`src/rtl/gcd_pkg.sv`:
```
// Shared types and mux encodings for the subtractive GCD datapath.
// The control unit and the datapath must agree on these select values.
package gcd_pkg;

    typedef enum logic [1:0] {
        IDLE = 2'd0,
        LOAD = 2'd1,
        RUN  = 2'd2,
        HOLD = 2'd3
    } gcd_state_e;

    localparam logic SEL_IN       = 1'b0;
    localparam logic SEL_FWD      = 1'b1;
    localparam logic SEL_B_FROM_A = 1'b1;
    localparam logic FWD_SUB      = 1'b0;
    localparam logic FWD_B        = 1'b1;

endpackage

```
`src/rtl/gcd_regfile.sv`:
```
// A/B working registers with their input muxes, subtractor and comparator.
// Latency: one cycle per register update; status outputs are combinational from A/B.
// Backpressure: none; loads happen only when the parent asserts load or run.
module gcd_regfile
    import gcd_pkg::*;
#(
    parameter int WIDTH = 8
) (
    input  logic             clk,
    input  logic             rst,
    input  logic             load,
    input  logic             run,
    input  logic             a_mux_sel,
    input  logic             a_reg_en,
    input  logic             b_mux_sel,
    input  logic             b_reg_en,
    input  logic             out_mux_sel,
    input  logic [WIDTH-1:0] op_a,
    input  logic [WIDTH-1:0] op_b,
    output logic [WIDTH-1:0] a_q,
    output logic [WIDTH-1:0] b_q,
    output logic             b_zero,
    output logic             a_less
);

    logic [WIDTH-1:0] fwd;
    logic [WIDTH-1:0] a_nxt;
    logic [WIDTH-1:0] b_nxt;

    // The subtract result is only meaningful when A >= B; the control unit guarantees that.
    always_comb begin
        fwd   = (out_mux_sel == FWD_B) ? b_q : (a_q - b_q);
        a_nxt = (a_mux_sel == SEL_FWD) ? fwd : op_a;
        b_nxt = (b_mux_sel == SEL_B_FROM_A) ? a_q : op_b;
    end

    // Both next values are built from pre-edge A/B, so a swap is atomic.
    always_ff @(posedge clk) begin
        if (rst) begin
            a_q <= '0;
            b_q <= '0;
        end else if (load) begin
            a_q <= op_a;
            b_q <= op_b;
        end else if (run) begin
            if (a_reg_en) a_q <= a_nxt;
            if (b_reg_en) b_q <= b_nxt;
        end
    end

    assign b_zero = (b_q == '0);
    assign a_less = (a_q < b_q);

endmodule

```
`src/rtl/gcd_datapath.sv`:
```
// GCD datapath: operand handshake, command execution on A/B, result handshake with iteration count and timeout.
// Latency: accept at cycle 0, LOAD cycle 1, RUN cycles 2..iter+2, out_valid_o from cycle iter+3.
// Backpressure: one job in flight; in_ready_o low until the result is taken, result held while out_ready_i is low.
module gcd_datapath
    import gcd_pkg::*;
#(
    parameter int WIDTH    = 8,
    parameter int MAX_ITER = 1024,
    parameter int ITER_W   = $clog2(MAX_ITER + 1)
) (
    input  logic              clk_i,
    input  logic              rst_i,
    input  logic              in_valid_i,
    output logic              in_ready_o,
    input  logic [WIDTH-1:0]  a_i,
    input  logic [WIDTH-1:0]  b_i,
    output logic              go_o,
    output logic              B_zero_o,
    output logic              A_less_o,
    input  logic              A_mux_sel_i,
    input  logic              A_reg_en_i,
    input  logic              B_mux_sel_i,
    input  logic              B_reg_en_i,
    input  logic              out_mux_sel_i,
    input  logic              done_i,
    output logic              out_valid_o,
    input  logic              out_ready_i,
    output logic [WIDTH-1:0]  result_o,
    output logic [ITER_W-1:0] iter_o,
    output logic              err_o
);

    localparam logic [ITER_W-1:0] ITER_LIMIT = ITER_W'(MAX_ITER);

    gcd_state_e        state_q;
    logic [WIDTH-1:0]  op_a_q;
    logic [WIDTH-1:0]  op_b_q;
    logic [WIDTH-1:0]  a_q;
    logic [WIDTH-1:0]  b_q;
    logic [WIDTH-1:0]  result_q;
    logic [ITER_W-1:0] iter_q;
    logic [ITER_W-1:0] iter_inc;
    logic              err_q;
    logic              in_ready_q;
    logic              go_q;
    logic              out_valid_q;
    logic              load_en;
    logic              run_en;

    assign iter_inc = iter_q + ITER_W'(1);

    // Control inputs only matter in RUN; outside it they may be X from an idle control unit.
    assign load_en = (state_q == LOAD);
    assign run_en  = (state_q == RUN) && !done_i;

    gcd_regfile #(
        .WIDTH(WIDTH)
    ) u_regfile (
        .clk         (clk_i),
        .rst         (rst_i),
        .load        (load_en),
        .run         (run_en),
        .a_mux_sel   (A_mux_sel_i),
        .a_reg_en    (A_reg_en_i),
        .b_mux_sel   (B_mux_sel_i),
        .b_reg_en    (B_reg_en_i),
        .out_mux_sel (out_mux_sel_i),
        .op_a        (op_a_q),
        .op_b        (op_b_q),
        .a_q         (a_q),
        .b_q         (b_q),
        .b_zero      (B_zero_o),
        .a_less      (A_less_o)
    );

    always_ff @(posedge clk_i) begin
        if (rst_i) begin
            state_q     <= IDLE;
            in_ready_q  <= 1'b1;
            go_q        <= 1'b0;
            out_valid_q <= 1'b0;
            op_a_q      <= '0;
            op_b_q      <= '0;
            result_q    <= '0;
            iter_q      <= '0;
            err_q       <= 1'b0;
        end else begin
            case (state_q)
                IDLE: begin
                    if (in_valid_i) begin
                        op_a_q     <= a_i;
                        op_b_q     <= b_i;
                        in_ready_q <= 1'b0;
                        state_q    <= LOAD;
                    end
                end
                LOAD: begin
                    iter_q  <= '0;
                    go_q    <= 1'b1;
                    state_q <= RUN;
                end
                RUN: begin
                    if (done_i) begin
                        result_q    <= a_q;
                        err_q       <= 1'b0;
                        go_q        <= 1'b0;
                        out_valid_q <= 1'b1;
                        state_q     <= HOLD;
                    end else begin
                        iter_q <= iter_inc;
                        if (iter_inc == ITER_LIMIT) begin
                            result_q    <= '0;
                            err_q       <= 1'b1;
                            go_q        <= 1'b0;
                            out_valid_q <= 1'b1;
                            state_q     <= HOLD;
                        end
                    end
                end
                HOLD: begin
                    if (out_ready_i) begin
                        out_valid_q <= 1'b0;
                        in_ready_q  <= 1'b1;
                        state_q     <= IDLE;
                    end
                end
                default: begin
                    in_ready_q  <= 1'b1;
                    go_q        <= 1'b0;
                    out_valid_q <= 1'b0;
                    state_q     <= IDLE;
                end
            endcase
        end
    end

    assign in_ready_o  = in_ready_q;
    assign go_o        = go_q;
    assign out_valid_o = out_valid_q;
    assign result_o    = result_q;
    assign iter_o      = iter_q;
    assign err_o       = err_q;

endmodule
```
`config.mk`:
```
export PLATFORM = sky130hd
export DESIGN_NAME = gcd_datapath
export DESIGN_NICKNAME = d
export VERILOG_FILES = /design/src/rtl/gcd_pkg.sv /design/src/rtl/gcd_regfile.sv /design/src/rtl/gcd_datapath.sv
export SDC_FILE = /design/constraint.sdc
export NUM_CORES = 1
export LEC_CHECK = 0
export CELL_PAD_IN_SITES_DETAIL_PLACEMENT = 1
export CELL_PAD_IN_SITES_GLOBAL_PLACEMENT = 2
export CORE_ASPECT_RATIO = 1.5
export CORE_MARGIN = 2
export CORE_UTILIZATION = 30
export CTS_BUF_LIST = sky130_fd_sc_hd__clkbuf_4
export CTS_CLUSTER_DIAMETER = 80
export DETAILED_ROUTE_END_ITERATION = 12
export GPL_ROUTABILITY_DRIVEN = 1
export HOLD_SLACK_MARGIN = 0.15
export MAX_ROUTING_LAYER = met4
export PLACE_DENSITY = 0.86
export SYNTH_ARGS = -nofsm -noshare
export SYNTH_HDL_FRONTEND = slang
export SYNTH_HIERARCHICAL = 1
export SYNTH_SLANG_ARGS = --single-unit
```
`constraint.sdc`:
```
create_clock -name clk_i -period 1.8 [get_ports clk_i]
set_clock_uncertainty 0.05 [all_clocks]
set_input_delay 0.27 -clock clk_i [delete_from_list [all_inputs] [get_ports clk_i]]
set_output_delay 0.27 -clock clk_i [all_outputs]
set_load 0.05 [all_outputs]
```
# Word level (Yosys, flattened, before mapping)
# Index checks and enable logic that the tools add are counted.
# word_totals
register_bits	57
input_bits	26
out_inout_bits	25
elab_cells	71
# op_classes
n_addsub	2
n_lt_le_gt_ge	1
eq_ne	8
mux	29
n_reduce_logical	20
# op_table
operator	n
two-way mux 8 bit	11
one-hot mux 11 bit (2 select lines)	1
nonzero test 2 bit	7
AND reduction 2 bit	6
adder 11 x 1 -> 11 bit, second input constant	1
equality test 11 bit, second input constant	1
two-way mux 11 bit	1
AND reduction 3 bit	3
zero test 8 bit	1
< comparator 8 bit	1
two-way mux 1 bit	8
two-way mux 2 bit	4
one-hot mux 2 bit (4 select lines)	1
subtractor 8 bit	1
!= test 2 bit, second input constant	3
one-hot mux 1 bit (2 select lines)	3
equality test 2 bit, second input constant	2
!= test 3 x 2 -> 1 bit, second input constant	1
equality test 2 x 1 -> 1 bit, second input constant	1
zero test 2 bit	1
logical AND 1 bit	1
zero test 1 bit	1

# Longest topological paths before layout
# depth
ltp_word	6
mapped_depth	10
ltp_nobuf	9

# Cells and area by module
# Netlist, hierarchy kept.
# modules_own_cells
mod	instances	cells_each	area_each_um2
gcd_datapath	1	240	2003.2
gcd_regfile	1	148	1204.9

# Worst setup path before layout
# No wires, ideal clock.
# synth_timing
path_kind	flip-flop to flip-flop
start	reg iter_q[0], in the netlist iter_o[0]
end	reg result_q[6], in the netlist result_o[6]
setup_time_ns	0.156
arrival_time_ns	2.049
slack_ns	-0.455
stages_incl_launch_ff	8
synth_period_minus_slack_ns	2.255
cell_sequence	dfxtp_1 > ha_1 > nand3_4 > a211o_1 > o2bb2a_4 > a21o_1 > buf_6 > a311oi_2
# synth_via
elab_chain_len	4
# synth_rtl
element	line	rtl
start, declared	gcd_datapath.sv:41	logic [ITER_W-1:0] iter_q;
start signal, assigned	gcd_datapath.sv:110	iter_q <= iter_inc;
adder 11 x 1 -> 11 bit	gcd_datapath.sv:50	assign iter_inc = iter_q + ITER_W'(1);
equality test 11 bit	gcd_datapath.sv:111	if (iter_inc == ITER_LIMIT) begin
nonzero test 2 bit (no source line)	--	
AND reduction 2 bit (no source line)	--	
end signal, assigned	gcd_datapath.sv:104	result_q <= a_q;
end, declared	gcd_datapath.sv:40	logic [WIDTH-1:0] result_q;
# Every way passes these cells.
# A chain may end at the register's enable or synchronous reset.

# Final worst setup path
# layout_timing
start	reg u_regfile.a_q[0]
end	out A_less_o
# layout_via
elab_chain_len	1
# layout_rtl
element	line	rtl
start, declared	gcd_regfile.sv:20	output logic [WIDTH-1:0] a_q,
start signal, assigned	gcd_regfile.sv:43	a_q <= op_a;
start signal, assigned	gcd_regfile.sv:46	if (a_reg_en) a_q <= a_nxt;
< comparator 8 bit	gcd_regfile.sv:52	assign a_less = (a_q < b_q);
end, declared	gcd_datapath.sv:19	output logic A_less_o,
# Every way passes these cells.

==> run metrics <==
CTS Buf Count=9; Worst setup EP type=output pin; failing checks=negative setup slack; die height=131 um; Post-Synthesis Cells=slightly below 400; worst-path fanout max=2; synthesized flop and latch total=57; DR DRC count=0; worst min-delay path class=primary input to flop; switching share of power=a little over two fifths; Net Switching=between 3 and 4 mW; worst-path cell chain=inv_2 -> ha_4 -> inv_2 -> fa_2 -> a211oi_2 -> nor3b_2 -> o22ai_2 -> o21a_4 -> buf_12; final worst slack=-0.649 ns; post-layout minimum cycle time=~2.4 ns; CP peak stage delay=0.34 ns; total track usage=approximately a fifth; count of cell types in the netlist=54; port bufs=50; Fin Setup TNS=-1.26 ns; I/O pin cnt=between 50 and 60; clk root buf=clkbuf_4; final hold slack=roughly 0.34 ns; initial antenna violation count=1; Vias/cell=between 5 and 6; status=finished with violations; global-route wire length before repair=between 15 and 20 mm; Worst setup SP type=flop; initial core utilization=slightly above 30%; FMAX=0.408 GHz; Synth Cell Area=around 0.0032 sq mm; MaxCap Viol Count=0; area leader, netlist=dfxtp_1; worst skew pair latency=between 0.4 and 0.5 ns; sequential cell area fraction in the yosys report=a little over a third; vias in the first global route=3551; clk sinks=between 50 and 60; Layout Nets=about 540; Antenna Nets Post-Route=0; crit share post-route=136%; critical path type=flop to output pin; gpl congestion=around 0.88; largest net degree at the start of global routing=30; row cnt=46; Worst Path Required=between 1 and 1.5 ns; Synth Area per Inst=just over 8 sq um; Crit path top cell by count=inv_2; WL/cell=~18 um; die width=roughly 90 um; grt ovf=0; Flop pwr share=about a quarter; clock buffer depth=2; clock share of power=between 10% and 20%; via count=3368; Final Hold Fails=0; Slew @ Worst Pin=around 0.45 ns; synth warn=6; Worst VDD drop=slightly above 500 uV; CTS tree=built; DIE AREA=0.0116 sq mm; P_leak=1.85 nW; Max transition margin=a little over two thirds; top post-synthesis cells by area=dfxtp_1 36%, a21oi_1 7.3%, nand2_1 6.7%; 1st-iter DRT viols=around 100; WP data arrival=2.13 ns; synth cell count leaders=57 x dfxtp_1, 57 x nand2_1, 47 x a21oi_1; R2R setup slack=-0.19 ns; ys async rst share=0%; Final HPWL DP=8.66 mm; first-pass iteration count of the detailed router=4; setup violators final=5; Reg clk slew, reported paths=0.10 ns; max-slew violations=0; Post-synth EDFFs=0; share of cells above drive strength 1=~36%; area grow syn2layout=47.4%; Overall Power=approximately 7.1 mW; Final Routed Wirelength=11.7 mm; post-synth top area share=35.6%; Primary FF master, synth=dfxtp_1; crit path max-delay cell type=dfxtp_2; H-tree levels=3; unrepaired setup endpoints after global routing=true; combinational power share=between 60 and 70%; core area=about 0.010 sq mm; internal power component=3.98 mW; Pwr Density=1500 mW/mm^2; syn_nets=approximately 430
## critical path: cells and delay by family, from the launching register on
kind                     cells  cell delay (ns)
AND/OR/NAND/NOR              1             0.09
AO/OA/AOI/OAI                3             0.55
adder cells (fa/ha/maj)      2             0.47
buffers and inverters        3             0.24
flip-flops                   1             0.34
## layer usage
| layer | up-vias | GRT usage, % | routed length (um) |
|---|---|---|---|
| met5 | - | - | 0 |
| met4 | 0 | 11.9 | 420 |
| met3 | 27 | 3.08 | 364 |
| met2 | 66 | 37.7 | 6490 |
| met1 | 1644 | 21.5 | 4430 |
| li1 | 1631 | - | - |
## state kept, by name (all words and copies together), names as in the netlist
name,cells
go_o,1
in_ready_o,1
state_q,2
iter_o,11
out_valid_o,1
u_regfile/a_q,8
result_o,8
err_o,1
op_b_q,8
op_a_q,8
u_regfile/b_q,8
## path summary, 6_finish.rpt
kind | startpoint | end | cells after the start
setup / recovery | u_regfile/a_q[0] | A_less_o | 9
hold / removal | b_i[1] | op_b_q[1] | 3
setup reg to reg | u_regfile/a_q[0] | u_regfile/a_q[6] | 10
hold reg to reg | op_b_q[7] | op_b_q[7] | 2
## cell usage in the layout (no fill, tap or decap), drive strengths merged, types with 3 or more instances in the layout
cell and instances:
nand2b 11, a21oi 49, o21ai 15, a311oi 13, a31oi 5, and2 4
inv 16, nor2 35, nand3b 6, buf 95, mux2i 12, xor2 3
nor3 10, dfxtp 57, o21a 3, clkinv 5, clkbuf 12, ha 14
nand4 4, nand2 57, a211oi 19, and3 3, nand3 3, nor2b 3
clkdlybuf4s50 24, a21o 3
## cell families after synthesis
logic type / Yosys count / share of synthesized area [%]
buffers and inverters: 35 / 4.64
DFF: 57 / 35.6
muxes: 12 / 3.74
and+or+nand+nor: 145 / 22.1
xor gates and xnor gates: 3 / 0.819
adders and majority gates: 15 / 6.08
AOI/OAI and AO/OA: 121 / 27.0
## power by group through the flow
| stage | registers, mW | clock network (mW) | logic (mW) |
|---|---|---|---|
| after floorplan | 1.82 | 0 | 2.18 |
| after global placement | 1.72 | 0 | 3.79 |
| after detailed placement | 1.74 | 0 | 3.92 |
| after CTS | 1.71 | 0.834 | 4.29 |
| after global routing | 1.76 | 0.876 | 4.87 |
| final | 1.73 | 0.804 | 4.55 |
## what timing repair did
item / in CTS / in global routing
pin swaps: 14 / 14
gates cloned: 0 / 1
hold buffers: 1 / 0
buffers inserted: 9 / 7
setup endpoints to repair: 15 / 28
endpoints found under the hold margin: 8 / 0
resized for setup: 16 / 27
## stage by stage
stage | setup slack [ns] | utilization, % | area, sq um | cells
after floorplan | -0.126 | - | 3280 | 388
after detailed placement | -0.249 | 40.9 | 4280 | 618
after global routing | -0.737 | 45.2 | 4730 | 651
after global placement | -0.194 | 40.9 | 4280 | 618
final | -0.649 | 45.2 | 4730 | 651
after CTS | -0.667 | 43.1 | 4520 | 643
## layout make-up
class / count / area (sq um)
flip-flops and latches: 57 / 1180
diodes: 1 / 2.50
clock inverters: 5 / 22.5
repair buffers: 121 / 1080
fillers: 1287 / 5750
multi-input cells: 296 / 2120
inverters: 16 / 60.1
well taps: 144 / 180
clock buffers: 11 / 82.6
No activity file was read; power rests on OpenSTA's default activity.
